<file path="src/rtl/instr_fetch_unit_if.sv">
// Bundle between the CPU control/loader side and the instruction fetch unit:
// program-load stream, control strobes, comparator input and decoded IR/PC feedback.
interface instr_fetch_unit_if #(
  parameter int unsigned OPCODE_SIZE = 4,
  parameter int unsigned INSTR_WIDTH = 16,
  parameter int unsigned ADDR_WIDTH  = 8,
  parameter int unsigned IMM_WIDTH   = 8
);
  logic                   load_valid;
  logic [INSTR_WIDTH-1:0] load_data;
  logic                   load_last;
  logic                   load_ready;
  logic                   load_done;
  logic                   fetch_;
  logic                   next_;
  logic                   reset_;
  logic                   halt_;
  logic                   cmp_equal;
  logic [OPCODE_SIZE-1:0] opcode;
  logic                   is_alu_operation;
  logic [IMM_WIDTH-1:0]   imm;
  logic [ADDR_WIDTH-1:0]  pc;
  logic                   halted;
  logic                   strobe_error;

  // Control FSM / program loader side.
  modport master (
    output load_valid, load_data, load_last,
    output fetch_, next_, reset_, halt_, cmp_equal,
    input  load_ready, load_done, opcode, is_alu_operation, imm, pc, halted, strobe_error
  );

  // Fetch unit side.
  modport slave (
    input  load_valid, load_data, load_last,
    input  fetch_, next_, reset_, halt_, cmp_equal,
    output load_ready, load_done, opcode, is_alu_operation, imm, pc, halted, strobe_error
  );
endinterface

</file>
<file path="src/rtl/instr_fetch_unit.sv">
// Instruction fetch unit: instruction memory, program counter and instruction
// register. A program word stream fills memory in LOAD mode; in RUN mode the
// control FSM's one-hot strobes fetch into IR, advance/branch the PC, soft-reset
// PC/IR or halt the unit. HALTED is left only through the asynchronous reset.
module instr_fetch_unit #(
  parameter int unsigned OPCODE_SIZE  = 4,
  parameter int unsigned INSTR_WIDTH  = 16,
  parameter int unsigned ADDR_WIDTH   = 8,
  parameter int unsigned IMM_WIDTH    = 8,
  parameter int unsigned ALU_OP_LIMIT = 8,
  parameter int unsigned BEQ_OP       = 12,
  parameter int unsigned BNE_OP       = 13
) (
  input logic                clock,
  input logic                reset_n,
  instr_fetch_unit_if.slave  bus
);

  localparam int unsigned DEPTH = 2 ** ADDR_WIDTH;
  localparam logic [ADDR_WIDTH-1:0] ADDR_ONE  = ADDR_WIDTH'(1);
  localparam logic [ADDR_WIDTH-1:0] ADDR_ZERO = ADDR_WIDTH'(0);
  localparam logic [ADDR_WIDTH-1:0] ADDR_LAST = ADDR_WIDTH'(DEPTH - 1);

  typedef enum logic [1:0] {
    MODE_LOAD   = 2'd0,
    MODE_RUN    = 2'd1,
    MODE_HALTED = 2'd2
  } mode_t;

  // Branch offsets are two's complement; widen to PC width keeping the sign.
  function automatic logic [ADDR_WIDTH-1:0] sext_offset(input logic [IMM_WIDTH-1:0] v);
    return ADDR_WIDTH'($signed(v));
  endfunction

  mode_t                  mode_r, mode_nxt_s;
  logic [ADDR_WIDTH-1:0]  load_addr_r, load_addr_nxt_s;
  logic [ADDR_WIDTH-1:0]  pc_r, pc_nxt_s;
  logic [INSTR_WIDTH-1:0] ir_r;
  logic                   strobe_error_r;
  logic [INSTR_WIDTH-1:0] mem_r [DEPTH];

  logic                   mem_we_s;
  logic                   ir_load_s;
  logic                   ir_clear_s;
  logic                   err_set_s;
  logic                   any_strobe_s;
  logic                   multi_strobe_s;
  logic                   branch_taken_s;
  logic [OPCODE_SIZE-1:0] opcode_s;
  logic [IMM_WIDTH-1:0]   imm_s;

  assign opcode_s = ir_r[INSTR_WIDTH-1 -: OPCODE_SIZE];
  assign imm_s    = ir_r[IMM_WIDTH-1:0];

  assign any_strobe_s   = bus.fetch_ | bus.next_ | bus.reset_ | bus.halt_;
  assign multi_strobe_s = (bus.reset_ & bus.halt_) | (bus.reset_ & bus.fetch_) |
                          (bus.reset_ & bus.next_) | (bus.halt_ & bus.fetch_) |
                          (bus.halt_ & bus.next_)  | (bus.fetch_ & bus.next_);

  assign branch_taken_s = ((opcode_s == OPCODE_SIZE'(BEQ_OP)) &&  bus.cmp_equal) ||
                          ((opcode_s == OPCODE_SIZE'(BNE_OP)) && !bus.cmp_equal);

  // Next-state, PC update and IR control for the LOAD/RUN/HALTED mode machine.
  always_comb begin
    mode_nxt_s      = mode_r;
    load_addr_nxt_s = load_addr_r;
    pc_nxt_s        = pc_r;
    mem_we_s        = 1'b0;
    ir_load_s       = 1'b0;
    ir_clear_s      = 1'b0;
    err_set_s       = 1'b0;
    case (mode_r)
      MODE_LOAD: begin
        err_set_s = any_strobe_s;
        if (bus.load_valid) begin
          mem_we_s        = 1'b1;
          load_addr_nxt_s = load_addr_r + ADDR_ONE;
          if (bus.load_last || (load_addr_r == ADDR_LAST)) begin
            mode_nxt_s = MODE_RUN;
          end else begin
            mode_nxt_s = MODE_LOAD;
          end
        end else begin
          mem_we_s = 1'b0;
        end
      end
      MODE_RUN: begin
        err_set_s = multi_strobe_s;
        if (bus.reset_) begin
          pc_nxt_s   = ADDR_ZERO;
          ir_clear_s = 1'b1;
        end else if (bus.halt_) begin
          mode_nxt_s = MODE_HALTED;
        end else if (bus.fetch_) begin
          ir_load_s = 1'b1;
        end else if (bus.next_) begin
          if (branch_taken_s) begin
            pc_nxt_s = pc_r + sext_offset(imm_s);
          end else begin
            pc_nxt_s = pc_r + ADDR_ONE;
          end
        end else begin
          pc_nxt_s = pc_r;
        end
      end
      MODE_HALTED: begin
        mode_nxt_s = MODE_HALTED;
      end
      default: begin
        mode_nxt_s = MODE_LOAD;
        err_set_s  = 1'b1;
      end
    endcase
  end

  // Mode, load address, PC, IR and sticky error registers.
  always_ff @(posedge clock or negedge reset_n) begin
    if (!reset_n) begin
      mode_r         <= MODE_LOAD;
      load_addr_r    <= ADDR_ZERO;
      pc_r           <= ADDR_ZERO;
      ir_r           <= INSTR_WIDTH'(0);
      strobe_error_r <= 1'b0;
    end else begin
      mode_r         <= mode_nxt_s;
      load_addr_r    <= load_addr_nxt_s;
      pc_r           <= pc_nxt_s;
      strobe_error_r <= strobe_error_r | err_set_s;
      if (ir_clear_s) begin
        ir_r <= INSTR_WIDTH'(0);
      end else if (ir_load_s) begin
        ir_r <= mem_r[pc_r];
      end else begin
        ir_r <= ir_r;
      end
    end
  end

  // Instruction memory write port; contents survive reset.
  always_ff @(posedge clock) begin
    if (mem_we_s) begin
      mem_r[load_addr_r] <= bus.load_data;
    end
  end

  assign bus.load_ready       = (mode_r == MODE_LOAD);
  assign bus.load_done        = (mode_r != MODE_LOAD);
  assign bus.halted           = (mode_r == MODE_HALTED);
  assign bus.strobe_error     = strobe_error_r;
  assign bus.pc               = pc_r;
  assign bus.opcode           = opcode_s;
  assign bus.imm              = imm_s;
  assign bus.is_alu_operation = (32'(opcode_s) < ALU_OP_LIMIT);

endmodule
</file>
<file path="src/flat_wrapper.sv">
// flat-port wrapper written by rule: the top's interface ports become plain ports
module instr_fetch_unit_flat 
#(
  parameter int unsigned OPCODE_SIZE  = 4,
  parameter int unsigned INSTR_WIDTH  = 16,
  parameter int unsigned ADDR_WIDTH   = 8,
  parameter int unsigned IMM_WIDTH    = 8,
  parameter int unsigned ALU_OP_LIMIT = 8,
  parameter int unsigned BEQ_OP       = 12,
  parameter int unsigned BNE_OP       = 13
)
  (clock, reset_n, bus_load_valid, bus_load_data, bus_load_last, bus_fetch_, bus_next_, bus_reset_, bus_halt_, bus_cmp_equal, bus_load_ready, bus_load_done, bus_opcode, bus_is_alu_operation, bus_imm, bus_pc, bus_halted, bus_strobe_error);
  instr_fetch_unit_if #(.OPCODE_SIZE(OPCODE_SIZE), .INSTR_WIDTH(INSTR_WIDTH), .ADDR_WIDTH(ADDR_WIDTH), .IMM_WIDTH(IMM_WIDTH)) bus_i ();
  input logic clock;
  input logic reset_n;
  input wire logic [$bits(bus_i.load_valid)-1:0] bus_load_valid;
  input wire logic [$bits(bus_i.load_data)-1:0] bus_load_data;
  input wire logic [$bits(bus_i.load_last)-1:0] bus_load_last;
  input wire logic [$bits(bus_i.fetch_)-1:0] bus_fetch_;
  input wire logic [$bits(bus_i.next_)-1:0] bus_next_;
  input wire logic [$bits(bus_i.reset_)-1:0] bus_reset_;
  input wire logic [$bits(bus_i.halt_)-1:0] bus_halt_;
  input wire logic [$bits(bus_i.cmp_equal)-1:0] bus_cmp_equal;
  output wire logic [$bits(bus_i.load_ready)-1:0] bus_load_ready;
  output wire logic [$bits(bus_i.load_done)-1:0] bus_load_done;
  output wire logic [$bits(bus_i.opcode)-1:0] bus_opcode;
  output wire logic [$bits(bus_i.is_alu_operation)-1:0] bus_is_alu_operation;
  output wire logic [$bits(bus_i.imm)-1:0] bus_imm;
  output wire logic [$bits(bus_i.pc)-1:0] bus_pc;
  output wire logic [$bits(bus_i.halted)-1:0] bus_halted;
  output wire logic [$bits(bus_i.strobe_error)-1:0] bus_strobe_error;
  assign bus_i.load_valid = bus_load_valid;
  assign bus_i.load_data = bus_load_data;
  assign bus_i.load_last = bus_load_last;
  assign bus_i.fetch_ = bus_fetch_;
  assign bus_i.next_ = bus_next_;
  assign bus_i.reset_ = bus_reset_;
  assign bus_i.halt_ = bus_halt_;
  assign bus_i.cmp_equal = bus_cmp_equal;
  assign bus_load_ready = bus_i.load_ready;
  assign bus_load_done = bus_i.load_done;
  assign bus_opcode = bus_i.opcode;
  assign bus_is_alu_operation = bus_i.is_alu_operation;
  assign bus_imm = bus_i.imm;
  assign bus_pc = bus_i.pc;
  assign bus_halted = bus_i.halted;
  assign bus_strobe_error = bus_i.strobe_error;
  instr_fetch_unit #(.OPCODE_SIZE(OPCODE_SIZE), .INSTR_WIDTH(INSTR_WIDTH), .ADDR_WIDTH(ADDR_WIDTH), .IMM_WIDTH(IMM_WIDTH), .ALU_OP_LIMIT(ALU_OP_LIMIT), .BEQ_OP(BEQ_OP), .BNE_OP(BNE_OP)) u_core (.clock(clock), .reset_n(reset_n), .bus(bus_i));
endmodule
</file>
<file path="config.mk">
export PLATFORM = sky130hd
export DESIGN_NAME = instr_fetch_unit_flat
export DESIGN_NICKNAME = d
export VERILOG_FILES = /design/src/rtl/instr_fetch_unit_if.sv /design/src/rtl/instr_fetch_unit.sv /design/src/flat_wrapper.sv
export SDC_FILE = /design/constraint.sdc
export NUM_CORES = 2
export LEC_CHECK = 0
export CAP_MARGIN = 20
export CORE_UTILIZATION = 40
export CTS_CLUSTER_SIZE = 10
export DETAILED_ROUTE_END_ITERATION = 6
export HOLD_SLACK_MARGIN = 0.05
export SETUP_SLACK_MARGIN = 0.2
export SYNTH_ARGS = -nofsm -noshare
export SYNTH_HDL_FRONTEND = slang
export SYNTH_SLANG_ARGS = --single-unit
</file>
<file path="constraint.sdc">
create_clock -name clock -period 3.78 [get_ports clock]
set_clock_uncertainty 0.05 [all_clocks]
set_input_delay 0.756 -clock clock [delete_from_list [all_inputs] [get_ports clock]]
set_output_delay 0.756 -clock clock [all_outputs]
set_load 0.01 [all_outputs]
</file>
==> flow_metrics.env <==
export IMPL_hold_ws_ns=0.251
export IMPL_die_x_um=550
export IMPL_worst_slew_pin_slew_ns=1.21
export IMPL_antenna_found_initial=19
export IMPL_drc_errors=0
export IMPL_wirelength_mm=318
export IMPL_h_tree_depth=5
export IMPL_synth_simple_area_share_pct=2.34
export IMPL_cp_start_kind="register"
export IMPL_overflow=0
export IMPL_period_share_pct=94.8
export IMPL_setup_slack_ns=0.197
export IMPL_synth_top_family_by_area="multiplexers"
export IMPL_pre_cts_ws_ns=-0.223
export IMPL_slew_headroom_pct=19.6
export IMPL_fmax_mhz=279
export IMPL_die_area_um2=303000
export IMPL_synth_xor_area_share_pct=0.0946
export IMPL_muxShareOfSynthArea_pct=14.6
export IMPL_cts_tree="yes"
export IMPL_coreArea_um2=298000
export IMPL_path_max_fanout=24
export IMPL_clock_path_buffers=4
export IMPL_hp_class="in -> reg"
export IMPL_slew_violations=0
export IMPL_die_h_um=550
export IMPL_ant_nets=0
export IMPL_setup_worst_path_end_class="register"
export IMPL_drtIter0Drc=7191
export IMPL_drive_gt1_share_pct=27.7
export IMPL_gr_usage_all_layers_pct=20.8
export IMPL_synth_ff_type="edfxtp_1"
export IMPL_syn_nets=5653
export IMPL_fin_setup_tns_ns=0
export IMPL_via_count=60400
export IMPL_hold_depth=1
export IMPL_routedWlPerCell_um=30.8
export IMPL_ys_seq_area_share_pct=77.3
export IMPL_syn_to_final_growth_pct=15.5
export IMPL_synth_compound_area_share_pct=3.62
export IMPL_rsz0062_at_grt="yes"
export IMPL_grt_pass1_wl_mm=452
export IMPL_clkTransAtPathRegs_ns=0.06
export IMPL_yosys_top_cells_area="edfxtp_1 77%, mux4_2 13%, mux2i_1 1.5%, nor2_1 1.0%, a22oi_1 0.79%"
export IMPL_fin_nets=6349
export IMPL_synth_fa_ha_area_share_pct=0.173
export IMPL_r2r_cells=7
export IMPL_grt_pass1_vias=61200
export IMPL_finalCriticalPeriod_ns=3.58
export IMPL_finalSetupViolCount=0
export IMPL_grt_max_degree=128
export IMPL_numCtsBuffers=355
export IMPL_cp_required_ns=4.50
export IMPL_vias_per_cell=5.85
export IMPL_synth_seq_cells=3103
export IMPL_ys_warn_count=0
export IMPL_cts_sinks=3103
export IMPL_synth_top_area_share_pct=76.7
export IMPL_status="complete, no violations"
export IMPL_start_util_pct=40.4
export IMPL_cap_violations=0
export IMPL_rows=200
export IMPL_cp_arrival_ns=4.30
export IMPL_crit_type="reg -> reg"
export IMPL_hpwl_mm=196
export IMPL_power_density_nw_per_um2=610
export IMPL_hold_violations=0
export IMPL_place_gp_congestion=0.876
export IMPL_synthDistinctLibCells=81
export IMPL_firstDrtPassIters=5
export IMPL_fin_util_pct=46.6
export IMPL_yosysMostFrequentCell="edfxtp_1"
export IMPL_syn_inst=5612
export IMPL_cts_root_buf="clkbuf_16"
export IMPL_clock_latency_ns=0.88
export IMPL_syn_area_um2=120000
export IMPL_io_pin_count=50
export IMPL_synth_edf_count=3072
export IMPL_postSynthAreaPerCell_um2=21.4
export IMPL_ir_drop_mv=0.352
export IMPL_synth_largest_area_cell="edfxtp_1"
export IMPL_portBuffers=45
export IMPL_synthTopCellsByCount="3,072 x edfxtp_1, 691 x mux4_2, 327 x nor2_1"
export IMPL_async_reset_ff_share_pct=0.999
export IMPL_p_leak_nw=43.1
## state kept, by name, indices dropped and copies added (netlist names)
register and cells:
u_core.load_addr_r 8, u_core.mem_r 3072, u_core.ir_r 12, u_core.bus.strobe_error 1, u_core.bus.pc 8, u_core.mode_r 2
## placed cells by master, fill, tap and decap left out, drive strengths merged, types with 76 or more instances in the layout
master and n:
edfxtp 3072, mux4 696, buf 646, clkbuf 414
nor2 327, mux2i 180, a22oi 127, nand2 104
a21oi 83, o21ai 76
## per-stage QoR
| step | instances | cell area (µm²) | power, mW |
|---|---|---|---|
| floorplan | 5612 | 120000 | 50.2 |
| global placement | 9888 | 129000 | 55.9 |
| detailed placement | 9888 | 129000 | 56.0 |
| CTS | 10300 | 139000 | 85.4 |
| global route | 10300 | 139000 | 87.3 |
| finish | 10300 | 139000 | 84.7 |
## routing by layer
layer	global-route usage, %	wire length, µm	vias up
met5	0	94	-
met4	6.64	10100	14
met3	3.91	25400	488
met2	33.8	154000	2647
met1	28.5	128000	32300
li1	-	-	24900
## critical path, stage by stage, from the launching register on
cell	delay [ns]
dfrtp_4	0.70
or4b_2	0.88
o32ai_1	0.85
nor3_1	0.25
o211a_1	0.25
a32oi_1	0.21
buf_4	0.16
o31ai_1	0.07
## worst paths after layout
kind,slack [ns],endpoint,from
setup / recovery,0.20,u_core.ir_r[15],u_core.bus.pc[3]
hold reg to reg,0.48,u_core.bus.strobe_error,u_core.bus.strobe_error
max in group asynchronous,2.54,u_core.bus.pc[3],reset_n
setup reg to reg,0.20,u_core.ir_r[15],u_core.bus.pc[3]
hold / removal,0.25,u_core.mem_r[40][3],bus_load_data[3]
min in group asynchronous,0.47,u_core.bus.strobe_error,reset_n
## where the power goes
part / internal, mW / total (mW) / switching, mW / leakage (nW)
Sequential: 38.1 / 38.4 / 0.282 / 28.0
Combinational: 7.73 / 16.7 / 9.01 / 10.5
Clock: 17.0 / 29.5 / 12.5 / 4.60
## kinds of logic after synthesis
logic type | count (synthesis)
buffers and inverters | 354
adder cells (fa/ha/maj) | 16
XOR/XNOR | 13
flip-flops | 3103
multiplexers | 887
AND/OR/NAND/NOR | 628
AO/OA/AOI/OAI | 611
## layout make-up
| type | count | area (µm²) |
|---|---|---|
| Clock inverter | 16 | 161 |
| Multi-Input combinational cell | 2155 | 25300 |
| Sequential cell | 3103 | 93000 |
| Tap cell | 3939 | 4930 |
| Fill cell | 24300 | 159000 |
| Timing Repair Buffer | 680 | 6230 |
| Clock buffer | 413 | 9250 |
| Inverter | 13 | 48.8 |
| Antenna cell | 4 | 10.0 |
## what timing repair did
action	4_1_cts	5_1_grt
buffers inserted	0	0
hold buffers	1	0
hold endpoints to repair	31	0
setup endpoints to repair	11	10
gates resized for setup	13	13
cloned	0	1
Note: power is estimated with default switching activity, not from simulation.
